===== config.mk =====
export PLATFORM = sky130hd
export DESIGN_NAME = train_dispatch_ctrl
export DESIGN_NICKNAME = d
export VERILOG_FILES = /design/src/rtl/train_dispatch_ctrl.sv
export SDC_FILE = /design/constraint.sdc
export NUM_CORES = 1
export LEC_CHECK = 0
export ABC_AREA = 1
export ABC_CLOCK_PERIOD_IN_PS = 4800
export BUFFER_PORTS_ARGS = -buffer_cell sky130_fd_sc_hd__buf_4
export CELL_PAD_IN_SITES_DETAIL_PLACEMENT = 1
export CELL_PAD_IN_SITES_GLOBAL_PLACEMENT = 2
export CORE_ASPECT_RATIO = 0.7
export CORE_UTILIZATION = 39
export DETAILED_ROUTE_END_ITERATION = 12
export HOLD_SLACK_MARGIN = 0.06
export PLACE_DENSITY_LB_ADDON = 0.1
export SYNTH_ARGS = -nofsm -noshare
export SYNTH_HDL_FRONTEND = slang
export SYNTH_SLANG_ARGS = --single-unit

===== constraint.sdc =====
create_clock -name clk -period 4.8 [get_ports clk]
set_input_delay 0.48 -clock clk [delete_from_list [all_inputs] [get_ports clk]]
set_output_delay 0.48 -clock clk [all_outputs]
set_load 0.03 [all_outputs]

===== src/rtl/train_dispatch_ctrl.sv =====
`default_nettype none
// ============================================================================
// Module   : train_dispatch_ctrl
// Purpose  : Dispatch scheduler for a single dead-end (LIFO) station track.
//            Trains arrive in order 1..N. Given the requested departure
//            order, the block emits the exact ARRIVE/DEPART command stream,
//            one command per valid/ready handshake. If no legal sequence
//            exists, it aborts with result = 0.
// Ports    : clk, rst_n          - clock, asynchronous active-low reset
//            in_valid, data      - departure order, one entry per beat,
//                                  first-departing train first
//            cmd_ready           - actuator accepts the current command
//            cmd_valid/op/id     - command (op 1 = ARRIVE/push, 0 = DEPART/pop)
//            done, result        - one-cycle completion pulse and outcome
//            occ (optional)      - registered track occupancy (stack depth)
// Options  : `define TRAIN_OCC_OUT_EN adds the occ output port.
// Revision : 1.0 - initial release
// ============================================================================
module train_dispatch_ctrl #(
    parameter int MAX_TRAINS = 10,
    parameter int ID_W       = 4
) (
    input  logic            clk,
    input  logic            rst_n,
    input  logic            in_valid,
    input  logic [ID_W-1:0] data,
    input  logic            cmd_ready,
    output logic            cmd_valid,
    output logic            cmd_op,
    output logic [ID_W-1:0] cmd_id,
    output logic            done,
    output logic            result
`ifdef TRAIN_OCC_OUT_EN
    ,
    output logic [ID_W-1:0] occ
`endif
);

    localparam int c_CNT_W = $clog2(MAX_TRAINS + 1);
    localparam int c_IDX_W = (MAX_TRAINS > 1) ? $clog2(MAX_TRAINS) : 1;
    // Compare width wide enough for both train ids and counts, plus one bit
    // so next_arr can reach N+1 without wrapping.
    localparam int c_CMP_W = ((ID_W > c_CNT_W) ? ID_W : c_CNT_W) + 1;

    typedef enum logic [1:0] {
        ST_IDLE = 2'd0,
        ST_LOAD = 2'd1,
        ST_RUN  = 2'd2,
        ST_DONE = 2'd3
    } state_t;

    state_t               r_state;
    logic [ID_W-1:0]      r_order [MAX_TRAINS];
    logic [ID_W-1:0]      r_stack [MAX_TRAINS];
    logic [c_CNT_W-1:0]   r_n;
    logic [c_CNT_W-1:0]   r_k;
    logic [c_CNT_W-1:0]   r_sp;
    logic [c_CMP_W-1:0]   r_next_arr;
    logic                 r_ovf;
    logic                 r_done;
    logic                 r_result;

    logic                 w_run;
    logic [ID_W-1:0]      w_target;
    logic [c_CMP_W-1:0]   w_target_x;
    logic [c_CMP_W-1:0]   w_n_x;
    logic [c_CNT_W-1:0]   w_sp_m1;
    logic [ID_W-1:0]      w_top;
    logic                 w_illegal;
    logic                 w_depart;
    logic                 w_arrive;
    logic                 w_fail;
    logic                 w_fire;
    logic                 w_last;

    // ------------------------------------------------------------------
    // Decision logic: purely a function of registered state, so command
    // outputs never depend combinationally on cmd_ready and stay stable
    // while the actuator stalls.
    // ------------------------------------------------------------------
    assign w_run      = (r_state == ST_RUN);
    assign w_target   = r_order[r_k[c_IDX_W-1:0]];
    assign w_target_x = {{(c_CMP_W-ID_W){1'b0}}, w_target};
    assign w_n_x      = {{(c_CMP_W-c_CNT_W){1'b0}}, r_n};
    assign w_sp_m1    = r_sp - c_CNT_W'(1);
    assign w_top      = r_stack[w_sp_m1[c_IDX_W-1:0]];

    assign w_illegal  = r_ovf || (w_target == '0) || (w_target_x > w_n_x);
    assign w_depart   = !w_illegal && (r_sp != '0) && (w_top == w_target);
    // A duplicate entry lands here as "not on top and already arrived",
    // so it falls through to the fail case.
    assign w_arrive   = !w_illegal && !w_depart && (r_next_arr <= w_target_x);
    assign w_fail     = w_run && !(w_depart || w_arrive);
    assign w_fire     = cmd_valid && cmd_ready;
    assign w_last     = (r_k == (r_n - c_CNT_W'(1)));

    assign cmd_valid  = w_run && (w_depart || w_arrive);
    assign cmd_op     = w_run && w_arrive;
    assign cmd_id     = !cmd_valid ? '0 :
                        (w_depart ? w_target : r_next_arr[ID_W-1:0]);

    assign done       = r_done;
    assign result     = r_result;

`ifdef TRAIN_OCC_OUT_EN
    assign occ        = ID_W'(r_sp);
`endif

    // ------------------------------------------------------------------
    // Control FSM and datapath registers
    // ------------------------------------------------------------------
    always_ff @(posedge clk or negedge rst_n) begin
        if (!rst_n) begin
            r_state    <= ST_IDLE;
            for (int i = 0; i < MAX_TRAINS; i++) begin
                r_order[i] <= '0;
                r_stack[i] <= '0;
            end
            r_n        <= '0;
            r_k        <= '0;
            r_sp       <= '0;
            r_next_arr <= c_CMP_W'(1);
            r_ovf      <= 1'b0;
            r_done     <= 1'b0;
            r_result   <= 1'b0;
        end else begin
            case (r_state)
                ST_IDLE: begin
                    if (in_valid) begin
                        r_order[0] <= data;
                        r_n        <= c_CNT_W'(1);
                        r_state    <= ST_LOAD;
                    end
                end

                ST_LOAD: begin
                    if (in_valid) begin
                        // Beats beyond capacity are dropped; the flag forces
                        // an immediate failure once RUN starts.
                        if (r_n == c_CNT_W'(MAX_TRAINS)) begin
                            r_ovf <= 1'b1;
                        end else begin
                            r_order[r_n[c_IDX_W-1:0]] <= data;
                            r_n                       <= r_n + c_CNT_W'(1);
                        end
                    end else begin
                        r_state <= ST_RUN;
                    end
                end

                ST_RUN: begin
                    if (w_fail) begin
                        r_state  <= ST_DONE;
                        r_done   <= 1'b1;
                        r_result <= 1'b0;
                    end else if (w_fire) begin
                        if (w_depart) begin
                            r_sp <= w_sp_m1;
                            if (w_last) begin
                                r_state  <= ST_DONE;
                                r_done   <= 1'b1;
                                r_result <= 1'b1;
                            end else begin
                                r_k <= r_k + c_CNT_W'(1);
                            end
                        end else begin
                            r_stack[r_sp[c_IDX_W-1:0]] <= r_next_arr[ID_W-1:0];
                            r_sp       <= r_sp + c_CNT_W'(1);
                            r_next_arr <= r_next_arr + c_CMP_W'(1);
                        end
                    end
                end

                ST_DONE: begin
                    // Occupancy holds through DONE and clears on the way
                    // back to IDLE together with the other counters.
                    r_state    <= ST_IDLE;
                    r_done     <= 1'b0;
                    r_result   <= 1'b0;
                    r_n        <= '0;
                    r_k        <= '0;
                    r_sp       <= '0;
                    r_next_arr <= c_CMP_W'(1);
                    r_ovf      <= 1'b0;
                end

                default: begin
                    r_state <= ST_IDLE;
                end
            endcase
        end
    end

endmodule
`default_nettype wire

=== Yosys cells after proc, flatten, opt, wreduce, memory -nomap -nowiden ===
Cells that the tools add are included.

* Mux-type cells: 52
* Add/sub/neg operators: 6
* Bitwise gates (word level): 7
* Eq/ne operators: 19
* Reduce and logical (&&, ||, !) cells: 33
* Magnitude comparators: 8

{| class="wikitable"
|+ Operators with widths
! operator !! number
|-
| bitwise mux 40 bit || 2
|-
| two-way mux 40 bit || 2
|-
| two-way mux 4 bit || 19
|-
| binary-select mux 4 bit (select 4 bit) || 2
|-
| demux 4 bit (select 4 bit) || 2
|-
| case mux 4 bit (2 select lines) || 3
|-
| greater-or-equal comparator 5 bit (second input constant) || 4
|-
| inverter 4 -> 5 bit || 4
|-
| AND reduction 4 bit || 5
|-
| != test 2 bit (second input constant) || 8
|-
| two-way mux 5 bit || 3
|-
| adder 4 x 1 -> 4 bit (second input constant) || 3
|-
| two-way mux 2 bit || 6
|-
| case mux 4 bit (3 select lines) || 1
|-
| logical AND 1 bit || 10
|-
| < comparator 5 x 1 -> 1 bit (second input constant) || 2
|-
| case mux 5 bit (2 select lines) || 1
|-
| AND reduction 5 bit || 2
|-
| != test 3 x 1 -> 1 bit (second input constant) || 3
|-
| AND reduction 3 bit || 3
|-
| equality test 4 bit || 2
|-
| case mux 2 bit (4 select lines) || 1
|-
| subtractor 4 x 1 -> 4 bit (second input constant) || 2
|-
| two-way mux 1 bit || 7
|-
| other kinds (16) || 28
|}

* Input port bits: 8
* Output and inout bits: 8
* Flip-flop bits (word level): 102

=== Logic depth before layout (Yosys ltp) ===
* Depth after elaboration: 19
* Depth in mapped cells: 24
* Gate-level depth less buffers: 21

=== Worst setup path after synthesis ===
OpenSTA, ideal clock, no wires.

* Path kind: reg2out
* Start: register r_sp[0]
* End: output port cmd_id[1]
* Arrival time: 2803 ps
* Slack: 1517 ps
* Path buffers: 3
* Cell stages (with the launch flop): 22
* Path through: dfrtp_1 > buf_4 > inv_4 > buf_4 > ha_1 > buf_4 > clkinv_1 > nand3_1 > nand3_1 > nand3_1 > nand2_1 > nand2_1 > nand2_1 > inv_1 > nand2_1 > nor2_1 > nand2_1 > nand2_1 > nand2_1 > inv_1 > nand2_1 > inv_1

* Cells in the longest elaborated chain, start to end: 13
* Elaborated cells between the ends (all ways): 16
* Those cells by class: 1 x add/sub; 1 x eq/ne; 5 x mux; 1 x bitwise; 8 x reduce/logical

{| class="wikitable"
|+ Ends and longest elaborated chain
! item !! RTL line !! RTL
|-
| from (decl) || 57 || <nowiki>logic [c_CNT_W-1:0] r_sp;</nowiki>
|-
| from (signal assigned) || 158 || <nowiki>r_sp <= w_sp_m1;</nowiki>
|-
| from (signal assigned) || 168 || <nowiki>r_sp <= r_sp + c_CNT_W'(1);</nowiki>
|-
| subtractor 4 x 1 -> 4 bit || 85 || <nowiki>assign w_sp_m1 = r_sp - c_CNT_W'(1);</nowiki>
|-
| inverter 4 -> 5 bit (not written as such) || 86 || <nowiki>assign w_top = r_stack[w_sp_m1[c_IDX_W-1:0]];</nowiki>
|-
| binary-select mux 4 bit (select 4 bit) || 86 ||
|-
| two-way mux 4 bit (not written as such) (2 in series) || 86 ||
|-
| equality test 4 bit || 89 || <nowiki>assign w_depart = !w_illegal && (r_sp != '0) && (w_top == w_target);</nowiki>
|-
| logical AND 1 bit (*) || 89 ||
|-
| logical NOT 1 bit || 92 || <nowiki>assign w_arrive = !w_illegal && !w_depart && (r_next_arr <= w_target_x);</nowiki>
|-
| logical AND 1 bit (2 in series) || 92 ||
|-
| logical OR 1 bit (*) || 97 || <nowiki>assign cmd_valid = w_run && (w_depart || w_arrive);</nowiki>
|-
| logical AND 1 bit (*) || 97 ||
|-
| named net cmd_valid || 28 || <nowiki>output logic cmd_valid,</nowiki>
|-
| two-way mux 4 bit (*) || 99 || <nowiki>assign cmd_id = !cmd_valid ? '0 :</nowiki>
|-
| to (decl) || 30 || <nowiki>output logic [ID_W-1:0] cmd_id,</nowiki>
|}

Mark *: on every way through the listed nets, which the timed path passes. The rest lies on a longest branch. The select of a mux whose other input is x is not followed.

=== Worst setup path in the final report ===
* Start: register r_k[0]
* End: output port cmd_id[1]

* Cells in the longest elaborated chain, start to end: 16
* Elaborated cells between the ends (all ways): 20
* Those cells by class: 2 x order compare; 1 x eq/ne; 5 x mux; 1 x bitwise; 11 x reduce/logical

{| class="wikitable"
|+ Ends and longest elaborated chain
! item !! RTL line !! RTL
|-
| from (decl) || 56 || <nowiki>logic [c_CNT_W-1:0] r_k;</nowiki>
|-
| from (signal assigned) || 164 || <nowiki>r_k <= r_k + c_CNT_W'(1);</nowiki>
|-
| inverter 4 -> 5 bit (not written as such) (*) || 82 || <nowiki>assign w_target = r_order[r_k[c_IDX_W-1:0]];</nowiki>
|-
| binary-select mux 4 bit (select 4 bit) (*) || 82 ||
|-
| two-way mux 4 bit (not written as such) (*) (2 in series) || 82 ||
|-
| parallel branches: the longest is 11 deep, another holds greater-than comparator 4 bit || n/a ||
|-
| two-way mux 4 bit (*) || 99 ||
|}

Mark *: on every way between the ends. The select of a mux whose other input is x is not followed.

==> impl_metrics.toml <==
[run_status]
status = "completed"

[clock_network]
cts_buffer_depth = 2
postCtsResizedCells = 0
clockRootBuffer = "clkbuf_16"
clock_latency_ps = 360
htreeDepth = 3
cts_num_sinks = 102
cts_tree = "built"
cts_inserted_buffers = 9
clkTransAtPathRegs_ps = 80
postCtsSetupRepairBufs = 0
hold_buffers = 0

[synthesis]
netlist_area_mm2 = 0.00597
synthArstFlopShare = 1.00
syn_inst = 828
ys_seq_area_frac = 0.428
ys_ff_latch = 102
syn-num-nets = 859
ys_types = 31
syn_area_per_cell_um2 = 7.21
ys.flop_type = "dfrtp_1"
synth_enable_flop_cells = 0
ys_warn_count = 0

[timing]
tightest_slew_ps = 876
min_period_ps = 4380
hold_viol_final = 0
fmax_ghz = 0.228
relSlewSlack = 0.416
rsz0062_at_grt = "no"
skew_ps = 10.2
setup_tns_ps = 0
setup_viol = 0
fin_crit_sh = 0.912
drv_slew = 0

[critical_path]
slowest_delay_ps = 520
cp_slowest_cell = "dfrtp_2"
crit_type = "flop to primary output"
cp_max_fo = 22
start_kind = "flop"
crit_arrival_ps = 3900
path_cells = "inv_2 > nand2_1 > nand3_1 > nand3_1 > nand3_1 > nand2_2 > ha_1 > a21oi_1 > o21ai_0 > a21oi_1 > nand2_2 > nor2_1 > nand2_1 > nand2_1 > nand2_1 > inv_1 > nand2_1 > inv_1 > buf_4"
critPathRequiredTime_ps = 4320
crit_family = "simple AND/OR/NAND/NOR gates"
crit_top_cell = "nand2_1"
critPathCaptureType = "primary output"
path_buf_inv = 4

[floorplan]
pin_count = 16
initial_utilization = 0.403
die_w_um = 150
fp-row-count = 37
die_h_um = 105
coreArea_mm2 = 0.0148
dieArea_mm2 = 0.0158

[grt]
grt_max_degree = 67
antenna_found_initial = 0
overflow = 0
grt_pass1_wl_um = 30600
grt_pass1_vias = 5705
grt_use_total = 0.253

[placement]
finalWeightedCongestion = 0.865
dp_hpwl_um = 13600
port_buffers = 15

[detailed_routing]
wl_um = 18400
vias_per_cell = 5.29
drc_errors = 0
ant_nets = 0
detail_route.wl_per_cell_um = 17.7
firstDrtPassIters = 4
vias = 5491
drt_iter0_markers = 289

[power]
ir_drop_uv = 361
powerDensity_mw_per_mm2 = 654
power_frac_comb = 0.512
power_w = 0.00427
seqPwrFrac = 0.299
intPower_w = 0.00219
netSwitchingPower_w = 0.00209
clkPwrFrac = 0.189
swShare = 0.488
p_leak_nw = 3.37

[flow_run]
drv_cap = 0

[finish]
drive_gt1_frac = 0.0747
diodes = 0
area_growth_pct = 9.54
final_nets = 869

[worst_hold_path]
hp-class = "input pin to asynchronous set/reset pin"
-- final cells by class --
cell class / count / area, um2
multi-input cells: 622 / 2950
flip-flops and latches: 102 / 2550
fillers: 1928 / 8280
clock buffers: 10 / 229
well taps: 195 / 244
repair buffers: 22 / 165
inverters: 81 / 307
clock inverters: 6 / 86.3
-- synth_stat cells, types with 6 or more instances --
master,count,area (um2)
nand2_1,318,1190
dfrtp_1,101,2530
nand3_1,88,440
inv_1,71,267
o21ai_0,65,325
nor2_1,40,150
o21ai_1,35,175
ha_1,23,288
a21oi_1,11,55.1
xor2_1,10,87.6
nand2_2,7,43.8
buf_6,6,67.6
clkbuf_1,6,22.5
inv_2,6,22.5
-- kinds of logic (layout without fill, tap and decap cells) --
kind of cell | count (synthesis) | count (layout) | share of synthesized area
AOI/OAI and AO/OA | 114 | 114 | 0.0967
xor gates and xnor gates | 12 | 12 | 0.0176
adders and majority gates | 23 | 23 | 0.0482
buffers and inverters | 104 | 119 | 0.0776
DFF | 102 | 102 | 0.428
and+or+nand+nor | 473 | 473 | 0.332
-- registers in the layout, summed over array words and instances (netlist names) --
signal      flops
r_order        40
r_stack        40
r_next_arr      5
r_k             4
r_n             4
r_sp            4
r_state         2
done            1
r_ovf           1
result          1
-- per-layer routing --
metal	track usage	share of wire	vias up
met5	0	0	-
met4	0.0411	0.0067	0
met3	0.0494	0.048	9
met2	0.360	0.41	108
met1	0.394	0.54	2716
li1	-	-	2658
-- power groups by stage --
stage               registers [W]  logic (W)  clock network [W]
finish                    0.00128    0.00219           0.000807
global route              0.00131    0.00249           0.000844
CTS                       0.00128    0.00221           0.000820
detailed placement        0.00129    0.00219                  0
global placement          0.00128    0.00209                  0
floorplan                 0.00119    0.00167                  0
-- stage by stage --
step | setup slack [ps] | util | cell area (um2) | hold WS (ps) | cells
6_report | 421 | 0.441 | 6540 | 214 | 1038
3_3_place_gp | 568 | 0.420 | 6220 | 463 | 1022
3_5_place_dp | 487 | 0.420 | 6220 | 473 | 1022
2_1_floorplan | 1520 | - | 5970 | 184 | 828
5_1_grt | 79.0 | 0.441 | 6540 | 282 | 1038
4_1_cts | 289 | 0.441 | 6540 | 263 | 1038
-- cell usage in the layout, fill, tap and decap left out, types with 3 or more instances in the layout --
master,n
xor2_1,10
nor3_1,4
o21ai_0,65
clkinv_1,3
nor2_1,40
nand3_1,88
a21oi_1,11
nand2_1,318
nor2_4,3
ha_1,23
nand4_1,5
o21ai_1,35
buf_4,22
clkbuf_16,9
nand2_2,7
dfrtp_1,100
inv_2,6
inv_1,71
-- final timing paths --
| path | start | endpoint | slack, ps | cells past startpoint |
|---|---|---|---|---|
| setup / recovery | r_k[0] | cmd_id[1] | 420 | 19 |
| hold / removal | rst_n | r_order[25] | 210 | 1 |
| setup reg to reg | r_k[0] | r_stack[30] | 550 | 16 |
| hold reg to reg | r_stack[15] | r_stack[15] | 490 | 2 |
| max in group asynchronous | rst_n | r_stack[19] | 3530 | 2 |
| min in group clk | r_stack[15] | r_stack[15] | 490 | 2 |
Note: power is estimated with default switching activity, not from simulation.
